===== config.mk =====
export PLATFORM = sky130hd
export DESIGN_NAME = multicycle_controller_flat
export DESIGN_NICKNAME = d
export VERILOG_FILES = /design/src/rtl/multicycle_controller_pkg.sv /design/src/rtl/multicycle_controller_if.sv /design/src/rtl/alu_op_decoder.sv /design/src/rtl/multicycle_controller.sv /design/src/flat_wrapper.sv
export SDC_FILE = /design/constraint.sdc
export NUM_CORES = 1
export LEC_CHECK = 0
export ABC_AREA = 1
export BUFFER_PORTS_ARGS = -buffer_cell sky130_fd_sc_hd__buf_2
export CAP_MARGIN = 20
export CORE_MARGIN = 5
export CORE_UTILIZATION = 51
export CTS_CLUSTER_DIAMETER = 30
export DETAILED_ROUTE_END_ITERATION = 7
export PLACE_DENSITY = 0.85
export SYNTH_ARGS = -nofsm -noshare
export SYNTH_HDL_FRONTEND = slang
export SYNTH_HIERARCHICAL = 1
export SYNTH_SLANG_ARGS = --single-unit

===== constraint.sdc =====
create_clock -name clk -period 3.7 [get_ports clk]
set_input_delay 0.74 -clock clk [delete_from_list [all_inputs] [get_ports clk]]
set_output_delay 0.74 -clock clk [all_outputs]
set_load 0.01 [all_outputs]

===== src/rtl/multicycle_controller_pkg.sv =====
// rtl/multicycle_controller_pkg.sv - shared states, ALU codes, opcodes and select encodings
package multicycle_controller_pkg;

  typedef enum logic [3:0] {
    S_FETCH     = 4'd0,
    S_DECODE    = 4'd1,
    S_MEM_ADDR  = 4'd2,
    S_MEM_READ  = 4'd3,
    S_MEM_WB    = 4'd4,
    S_MEM_WRITE = 4'd5,
    S_EXEC_R    = 4'd6,
    S_EXEC_I    = 4'd7,
    S_ALU_WB    = 4'd8,
    S_BRANCH    = 4'd9,
    S_JUMP      = 4'd10,
    S_UPPER     = 4'd11,
    S_TRAP      = 4'd12
  } state_t;

  typedef enum logic [3:0] {
    ALU_ADD  = 4'd0,
    ALU_SUB  = 4'd1,
    ALU_AND  = 4'd2,
    ALU_OR   = 4'd3,
    ALU_XOR  = 4'd4,
    ALU_SLT  = 4'd5,
    ALU_SLTU = 4'd6,
    ALU_SLL  = 4'd7,
    ALU_SRL  = 4'd8,
    ALU_SRA  = 4'd9
  } alu_op_t;

  localparam logic [6:0] OP_LOAD   = 7'b0000011;
  localparam logic [6:0] OP_STORE  = 7'b0100011;
  localparam logic [6:0] OP_RTYPE  = 7'b0110011;
  localparam logic [6:0] OP_ITYPE  = 7'b0010011;
  localparam logic [6:0] OP_BRANCH = 7'b1100011;
  localparam logic [6:0] OP_JAL    = 7'b1101111;
  localparam logic [6:0] OP_JALR   = 7'b1100111;
  localparam logic [6:0] OP_LUI    = 7'b0110111;
  localparam logic [6:0] OP_AUIPC  = 7'b0010111;

  localparam logic [2:0] F3_BEQ  = 3'b000;
  localparam logic [2:0] F3_BNE  = 3'b001;
  localparam logic [2:0] F3_BLT  = 3'b100;
  localparam logic [2:0] F3_BGE  = 3'b101;
  localparam logic [2:0] F3_BLTU = 3'b110;
  localparam logic [2:0] F3_BGEU = 3'b111;

  localparam logic [1:0] SRC_A_PC     = 2'b00;
  localparam logic [1:0] SRC_A_OLD_PC = 2'b01;
  localparam logic [1:0] SRC_A_RS1    = 2'b10;

  localparam logic [1:0] SRC_B_RS2  = 2'b00;
  localparam logic [1:0] SRC_B_IMM  = 2'b01;
  localparam logic [1:0] SRC_B_FOUR = 2'b10;

  localparam logic [1:0] RES_ALU     = 2'b00;
  localparam logic [1:0] RES_MEM     = 2'b01;
  localparam logic [1:0] RES_ALU_OUT = 2'b10;

  localparam logic ADDR_PC  = 1'b0;
  localparam logic ADDR_ALU = 1'b1;

endpackage


===== src/rtl/multicycle_controller_if.sv =====
// rtl/multicycle_controller_if.sv - controller to datapath signal bundle
interface multicycle_controller_if #(
  parameter int ALU_CTRL_W = 4
);
  logic [6:0]            opcode;
  logic [2:0]            funct3;
  logic                  funct7b5;
  logic                  zero;
  logic                  negative;
  logic                  carry;
  logic                  overflow;
  logic                  mem_ready;
  logic                  PC_write;
  logic                  IR_write;
  logic                  mem_read;
  logic                  mem_write;
  logic                  reg_write;
  logic                  address_select;
  logic [1:0]            ALU_src_A;
  logic [1:0]            ALU_src_B;
  logic [1:0]            result_select;
  logic [ALU_CTRL_W-1:0] ALU_control;
  logic                  illegal_instr;

  modport master (
    input  opcode, funct3, funct7b5, zero, negative, carry, overflow, mem_ready,
    output PC_write, IR_write, mem_read, mem_write, reg_write, address_select,
    output ALU_src_A, ALU_src_B, result_select, ALU_control, illegal_instr
  );

  modport slave (
    output opcode, funct3, funct7b5, zero, negative, carry, overflow, mem_ready,
    input  PC_write, IR_write, mem_read, mem_write, reg_write, address_select,
    input  ALU_src_A, ALU_src_B, result_select, ALU_control, illegal_instr
  );
endinterface


===== src/rtl/alu_op_decoder.sv =====
// rtl/alu_op_decoder.sv - funct3/funct7b5 to ALU operation code
module alu_op_decoder
  import multicycle_controller_pkg::*;
#(
  parameter int ALU_CTRL_W = 4
) (
  input  logic [2:0]            funct3,
  input  logic                  funct7b5,
  input  logic                  is_rtype,
  output logic [ALU_CTRL_W-1:0] alu_control
);

  alu_op_t op;

  // Bit 30 selects SUB only for register ops (addi has no subtract form) but SRA for both
  always_comb begin
    op = ALU_ADD;
    case (funct3)
      3'b000:  op = (is_rtype && funct7b5) ? ALU_SUB : ALU_ADD;
      3'b001:  op = ALU_SLL;
      3'b010:  op = ALU_SLT;
      3'b011:  op = ALU_SLTU;
      3'b100:  op = ALU_XOR;
      3'b101:  op = funct7b5 ? ALU_SRA : ALU_SRL;
      3'b110:  op = ALU_OR;
      default: op = ALU_AND;
    endcase
  end

  assign alu_control = ALU_CTRL_W'(op);

endmodule


===== src/rtl/multicycle_controller.sv =====
// rtl/multicycle_controller.sv - RV32I multicycle control FSM
module multicycle_controller
  import multicycle_controller_pkg::*;
#(
  parameter int ALU_CTRL_W  = 4,
  parameter int FULL_BRANCH = 1,
  parameter int MEM_WAIT    = 1
) (
  input  logic                    clk,
  input  logic                    rst_n,
  multicycle_controller_if.master bus
);

  state_t                state;
  state_t                state_nxt;
  logic                  mem_done;
  logic                  br_taken;
  logic                  br_legal;
  logic [ALU_CTRL_W-1:0] dec_alu;

  logic                  pc_write_c;
  logic                  ir_write_c;
  logic                  mem_read_c;
  logic                  mem_write_c;
  logic                  reg_write_c;
  logic                  addr_sel_c;
  logic [1:0]            src_a_c;
  logic [1:0]            src_b_c;
  logic [1:0]            res_sel_c;
  logic [ALU_CTRL_W-1:0] alu_c;

  assign mem_done = (MEM_WAIT == 0) ? 1'b1 : bus.mem_ready;

  alu_op_decoder #(
    .ALU_CTRL_W (ALU_CTRL_W)
  ) u_alu_op_decoder (
    .funct3      (bus.funct3),
    .funct7b5    (bus.funct7b5),
    .is_rtype    (state == S_EXEC_R),
    .alu_control (dec_alu)
  );

  // State register; reset returns to a fresh fetch regardless of the clock
  always_ff @(posedge clk or negedge rst_n) begin
    if (!rst_n) begin
      state <= S_FETCH;
    end else begin
      state <= state_nxt;
    end
  end

  // Branch condition from the SUB flags; funct3 010/011 never encode a branch
  always_comb begin
    br_taken = 1'b0;
    br_legal = 1'b1;
    case (bus.funct3)
      F3_BEQ:  br_taken = bus.zero;
      F3_BNE:  br_taken = ~bus.zero;
      F3_BLT:  br_taken = bus.negative ^ bus.overflow;
      F3_BGE:  br_taken = ~(bus.negative ^ bus.overflow);
      F3_BLTU: br_taken = ~bus.carry;
      F3_BGEU: br_taken = bus.carry;
      default: br_legal = 1'b0;
    endcase
    if ((FULL_BRANCH == 0) && (bus.funct3 != F3_BEQ) && (bus.funct3 != F3_BNE)) begin
      br_legal = 1'b0;
    end
  end

  // Next-state and per-state datapath controls
  always_comb begin
    state_nxt   = state;
    pc_write_c  = 1'b0;
    ir_write_c  = 1'b0;
    mem_read_c  = 1'b0;
    mem_write_c = 1'b0;
    reg_write_c = 1'b0;
    addr_sel_c  = ADDR_PC;
    src_a_c     = SRC_A_PC;
    src_b_c     = SRC_B_RS2;
    res_sel_c   = RES_ALU;
    alu_c       = ALU_CTRL_W'(ALU_ADD);
    case (state)
      S_FETCH: begin
        mem_read_c = 1'b1;
        src_b_c    = SRC_B_FOUR;
        if (mem_done) begin
          ir_write_c = 1'b1;
          pc_write_c = 1'b1;
          state_nxt  = S_DECODE;
        end
      end
      S_DECODE: begin
        src_a_c = SRC_A_OLD_PC;
        src_b_c = SRC_B_IMM;
        case (bus.opcode)
          OP_LOAD, OP_STORE: state_nxt = S_MEM_ADDR;
          OP_RTYPE:          state_nxt = S_EXEC_R;
          OP_ITYPE:          state_nxt = S_EXEC_I;
          OP_BRANCH:         state_nxt = S_BRANCH;
          OP_JAL, OP_JALR:   state_nxt = S_JUMP;
          OP_LUI, OP_AUIPC:  state_nxt = S_UPPER;
          default:           state_nxt = S_TRAP;
        endcase
      end
      S_MEM_ADDR: begin
        src_a_c   = SRC_A_RS1;
        src_b_c   = SRC_B_IMM;
        state_nxt = (bus.opcode == OP_LOAD) ? S_MEM_READ : S_MEM_WRITE;
      end
      S_MEM_READ: begin
        mem_read_c = 1'b1;
        addr_sel_c = ADDR_ALU;
        if (mem_done) begin
          state_nxt = S_MEM_WB;
        end
      end
      S_MEM_WB: begin
        reg_write_c = 1'b1;
        res_sel_c   = RES_MEM;
        state_nxt   = S_FETCH;
      end
      S_MEM_WRITE: begin
        mem_write_c = 1'b1;
        addr_sel_c  = ADDR_ALU;
        if (mem_done) begin
          state_nxt = S_FETCH;
        end
      end
      S_EXEC_R: begin
        src_a_c   = SRC_A_RS1;
        src_b_c   = SRC_B_RS2;
        alu_c     = dec_alu;
        state_nxt = S_ALU_WB;
      end
      S_EXEC_I: begin
        src_a_c   = SRC_A_RS1;
        src_b_c   = SRC_B_IMM;
        alu_c     = dec_alu;
        state_nxt = S_ALU_WB;
      end
      S_ALU_WB: begin
        reg_write_c = 1'b1;
        res_sel_c   = RES_ALU_OUT;
        state_nxt   = S_FETCH;
      end
      S_BRANCH: begin
        src_a_c   = SRC_A_RS1;
        src_b_c   = SRC_B_RS2;
        alu_c     = ALU_CTRL_W'(ALU_SUB);
        res_sel_c = RES_ALU_OUT;
        if (br_legal) begin
          pc_write_c = br_taken;
          state_nxt  = S_FETCH;
        end else begin
          state_nxt  = S_TRAP;
        end
      end
      S_JUMP: begin
        pc_write_c  = 1'b1;
        reg_write_c = 1'b1;
        src_a_c     = (bus.opcode == OP_JALR) ? SRC_A_RS1 : SRC_A_OLD_PC;
        src_b_c     = SRC_B_IMM;
        res_sel_c   = RES_ALU;
        state_nxt   = S_FETCH;
      end
      S_UPPER: begin
        reg_write_c = 1'b1;
        src_a_c     = (bus.opcode == OP_AUIPC) ? SRC_A_OLD_PC : SRC_A_PC;
        src_b_c     = SRC_B_IMM;
        state_nxt   = S_FETCH;
      end
      S_TRAP: begin
        state_nxt = S_TRAP;
      end
      default: begin
        state_nxt = S_FETCH;
      end
    endcase
  end

  // Reset low silences every strobe combinationally, even mid memory access
  assign bus.PC_write       = rst_n & pc_write_c;
  assign bus.IR_write       = rst_n & ir_write_c;
  assign bus.mem_read       = rst_n & mem_read_c;
  assign bus.mem_write      = rst_n & mem_write_c;
  assign bus.reg_write      = rst_n & reg_write_c;
  assign bus.address_select = rst_n & addr_sel_c;
  assign bus.ALU_src_A      = rst_n ? src_a_c : 2'b00;
  assign bus.ALU_src_B      = rst_n ? src_b_c : 2'b00;
  assign bus.result_select  = rst_n ? res_sel_c : 2'b00;
  assign bus.ALU_control    = rst_n ? alu_c : '0;
  // TRAP is only left through reset, so the flag is sticky by construction
  assign bus.illegal_instr  = rst_n & (state == S_TRAP);

endmodule

===== src/flat_wrapper.sv =====
// flat-port wrapper written by rule: the top's interface ports become plain ports
module multicycle_controller_flat import multicycle_controller_pkg::*;
#(
  parameter int ALU_CTRL_W  = 4,
  parameter int FULL_BRANCH = 1,
  parameter int MEM_WAIT    = 1
)
  (clk, rst_n, bus_opcode, bus_funct3, bus_funct7b5, bus_zero, bus_negative, bus_carry, bus_overflow, bus_mem_ready, bus_PC_write, bus_IR_write, bus_mem_read, bus_mem_write, bus_reg_write, bus_address_select, bus_ALU_src_A, bus_ALU_src_B, bus_result_select, bus_ALU_control, bus_illegal_instr);
  multicycle_controller_if #(.ALU_CTRL_W(ALU_CTRL_W)) bus_i ();
  input  logic clk;
  input  logic rst_n;
  input wire logic [$bits(bus_i.opcode)-1:0] bus_opcode;
  input wire logic [$bits(bus_i.funct3)-1:0] bus_funct3;
  input wire logic [$bits(bus_i.funct7b5)-1:0] bus_funct7b5;
  input wire logic [$bits(bus_i.zero)-1:0] bus_zero;
  input wire logic [$bits(bus_i.negative)-1:0] bus_negative;
  input wire logic [$bits(bus_i.carry)-1:0] bus_carry;
  input wire logic [$bits(bus_i.overflow)-1:0] bus_overflow;
  input wire logic [$bits(bus_i.mem_ready)-1:0] bus_mem_ready;
  output wire logic [$bits(bus_i.PC_write)-1:0] bus_PC_write;
  output wire logic [$bits(bus_i.IR_write)-1:0] bus_IR_write;
  output wire logic [$bits(bus_i.mem_read)-1:0] bus_mem_read;
  output wire logic [$bits(bus_i.mem_write)-1:0] bus_mem_write;
  output wire logic [$bits(bus_i.reg_write)-1:0] bus_reg_write;
  output wire logic [$bits(bus_i.address_select)-1:0] bus_address_select;
  output wire logic [$bits(bus_i.ALU_src_A)-1:0] bus_ALU_src_A;
  output wire logic [$bits(bus_i.ALU_src_B)-1:0] bus_ALU_src_B;
  output wire logic [$bits(bus_i.result_select)-1:0] bus_result_select;
  output wire logic [$bits(bus_i.ALU_control)-1:0] bus_ALU_control;
  output wire logic [$bits(bus_i.illegal_instr)-1:0] bus_illegal_instr;
  assign bus_i.opcode = bus_opcode;
  assign bus_i.funct3 = bus_funct3;
  assign bus_i.funct7b5 = bus_funct7b5;
  assign bus_i.zero = bus_zero;
  assign bus_i.negative = bus_negative;
  assign bus_i.carry = bus_carry;
  assign bus_i.overflow = bus_overflow;
  assign bus_i.mem_ready = bus_mem_ready;
  assign bus_PC_write = bus_i.PC_write;
  assign bus_IR_write = bus_i.IR_write;
  assign bus_mem_read = bus_i.mem_read;
  assign bus_mem_write = bus_i.mem_write;
  assign bus_reg_write = bus_i.reg_write;
  assign bus_address_select = bus_i.address_select;
  assign bus_ALU_src_A = bus_i.ALU_src_A;
  assign bus_ALU_src_B = bus_i.ALU_src_B;
  assign bus_result_select = bus_i.result_select;
  assign bus_ALU_control = bus_i.ALU_control;
  assign bus_illegal_instr = bus_i.illegal_instr;
  multicycle_controller #(.ALU_CTRL_W(ALU_CTRL_W), .FULL_BRANCH(FULL_BRANCH), .MEM_WAIT(MEM_WAIT)) u_core (.clk(clk), .rst_n(rst_n), .bus(bus_i));
endmodule

==> reports/qor.txt <==
DRT iter0 DRCs = 15
DRT Pass-1 Iters = 4
Clock sinks = 4
Post-route ant nets = 0
VDD IR max = 0.000336 V
Vias in the first global route = 1,010
Critical path type = in -> out
Setup violations, final = 0
CTS-repair resized insts = 0
PD cells = 398 nW/um^2
Seq cells post-synth = 4
Status = finished clean
Critical path buffers and inverters = 4
Total track usage = 19.3%
Slowest-stage cell, CP = nor4_1
Grt ovf = 0
Vias/cell = 5.22
Mean area per synthesized cell = 5.12 sq um
Crit-path max FO = 4
Period utilisation layout = 69.4%
Post-Syn Instances = 160
Worst endpoint required time = 2.96 ns
Dpl cells = 209
Hold Vio Cnt, Final = 0
Final Max Tran Viols = 0
Area growth from synthesis to layout = 25.5%
TritonCTS clock tree = yes
Cell area after synthesis = 820 sq um
Top cells by count, synth = nand2_1, inv_1, nor2_1
Async S/R FF share, synth = 100%
Ordered cell list for the critical path = buf_2 -> inv_1 -> nand3_1 -> nor4_1 -> nor2_1 -> o21ai_0 -> inv_1 -> buf_2
Top-area cell type share of the netlist area = 20.2%
Tot Pwr = 0.410 mW
Largest register FFs = 4
P_leak = 0.618 nW
Hold_buf cts = 0
Worst skew pair latency = 0.24 ns
Setup repair after global routing missed its margin = false
Core region area = 1520 sq um
Synthesis warning total = 6
Syn_nets = 178
Max-Cap Viols = 0
First-pass GRT wire length = 3.99 mm
Most used flip-flop cell after synthesis = dfrtp_1
Post-synthesis sequential area ratio = 12.2%
Total die area = 2510 sq um
Die X-Extent = 50.1 um
Worst path max stage delay = 0.37 ns
Utilization after layout = 67.5%
Startpoint Class = input pin
Ports = 35
Post-synth cell types = 24
Worst Hold Class = in -> async
Starting Density = 53.8%
Clock root buffer = clkbuf_4
Layout Skew = 0.00316 ns
DP HPWL = 2.03 mm
R2r worst-path depth = 9
Fin worst setup slack = 1.13 ns
Largest net degree at the start of global routing = 14
Crit-path leading delay family = simple AND/OR/NAND/NOR gates
Nets = 216
Number of flops mapped to enable cells by yosys = 0
Worst rel slew slack = 68.6%
Crit path DAT = 1.83 ns
Count leader, synth = nand2_1
Design Area, Final = 1030 sq um
Layout cell share with drive strength beyond 1 = 28.1%
Total Neg Setup Slack = 0 ns
Antenna violations before repair = 0
Antenna Cells = 0
Worst-path clk slew = 0.04 ns
Num rows = 14
Worst hold slack = 0.328 ns
H-tree Lvls = 1
Top flop regs = u_core/state (4)
Gpl congestion = 0.817
Vias = 1,107
Levels on crit path = 8
Crit. End Element = primary output
Wire length per cell = 11.3 um
CTS Buf Count = 3
Total Wirelength = 2.39 mm
Die H = 50.1 um
Clock Tree Buf Depth = 2
Finished Layout Cells = 212
Flop2flop setup slack = 2.41 ns
Worst slew pin tran = 0.466 ns
Residual DRC = 0
PortBufs = 34
Biggest register = u_core/state
Final min period = 2.57 ns
Placed Area = 1010 sq um
Largest cells by area after synthesis = nand2_1, inv_1, dfrtp_1, nor2_1, a21oi_1
Fmax = 0.390 GHz
Post-CTS Setup Bufs = 0
Largest area contributor in the synthesized netlist = nand2_1
Dpl ws = 1.16 ns
## cell type report
cell class | instances | area [sq um]
Multi-Input combinational cell | 122 | 592
Fill cell | 153 | 495
Timing Repair Buffer | 34 | 170
Inverter | 33 | 124
Sequential cell | 4 | 100
Clock buffer | 3 | 22.5
Tap cell | 16 | 20.0
## per-layer routing
layer / up-vias / share of wire, % / global-route usage (%)
met2: 25 / 55 / 38.3
met4: 0 / 0.71 / 5.68
met3: 2 / 3.7 / 1.20
li1: 571 / - / -
met5: - / 0 / 0
met1: 509 / 41 / 20.9
## cell usage in the layout, fill, tap and decap left out
master      n
o21bai_2    1
nand3_1    10
nand2_2     1
nand4_1     1
dfrtp_1     4
xor2_1      1
nor4_1      1
nor2_1     25
o21ai_0     6
buf_2      34
nor2_4      1
nand2_4     1
a21oi_2     2
inv_1      29
o211ai_1    1
nor2_2      6
a21oi_1    10
nand3_2     2
xnor2_1     2
o2111ai_1   1
nor3_1      5
nand2_1    44
inv_2       4
clkbuf_4    3
nand3b_1    1
## kinds of logic after synthesis
group,share of synthesized area [%]
compound gates,15.3
xor+xnor,3.21
buf+inv,15.6
flops,12.2
simple gates,53.7
## path summary, 6_finish.rpt
path,start,endpoint
max,bus_opcode[4],bus_ALU_src_A[0]
min,rst_n,u_core/state[1]
max reg2reg,u_core/state[2],u_core/state[2]
min reg2reg,u_core/state[3],u_core/state[2]
max in group asynchronous,rst_n,u_core/state[0]
min in group clk,u_core/state[3],u_core/state[2]
## where the power goes
group          leakage (nW)  switching (mW)  internal, mW
registers            0.0525          0.0212        0.0580
logic                 0.552           0.177        0.0997
clock network        0.0138          0.0179        0.0363
Note: power is estimated with default switching activity, not from simulation.
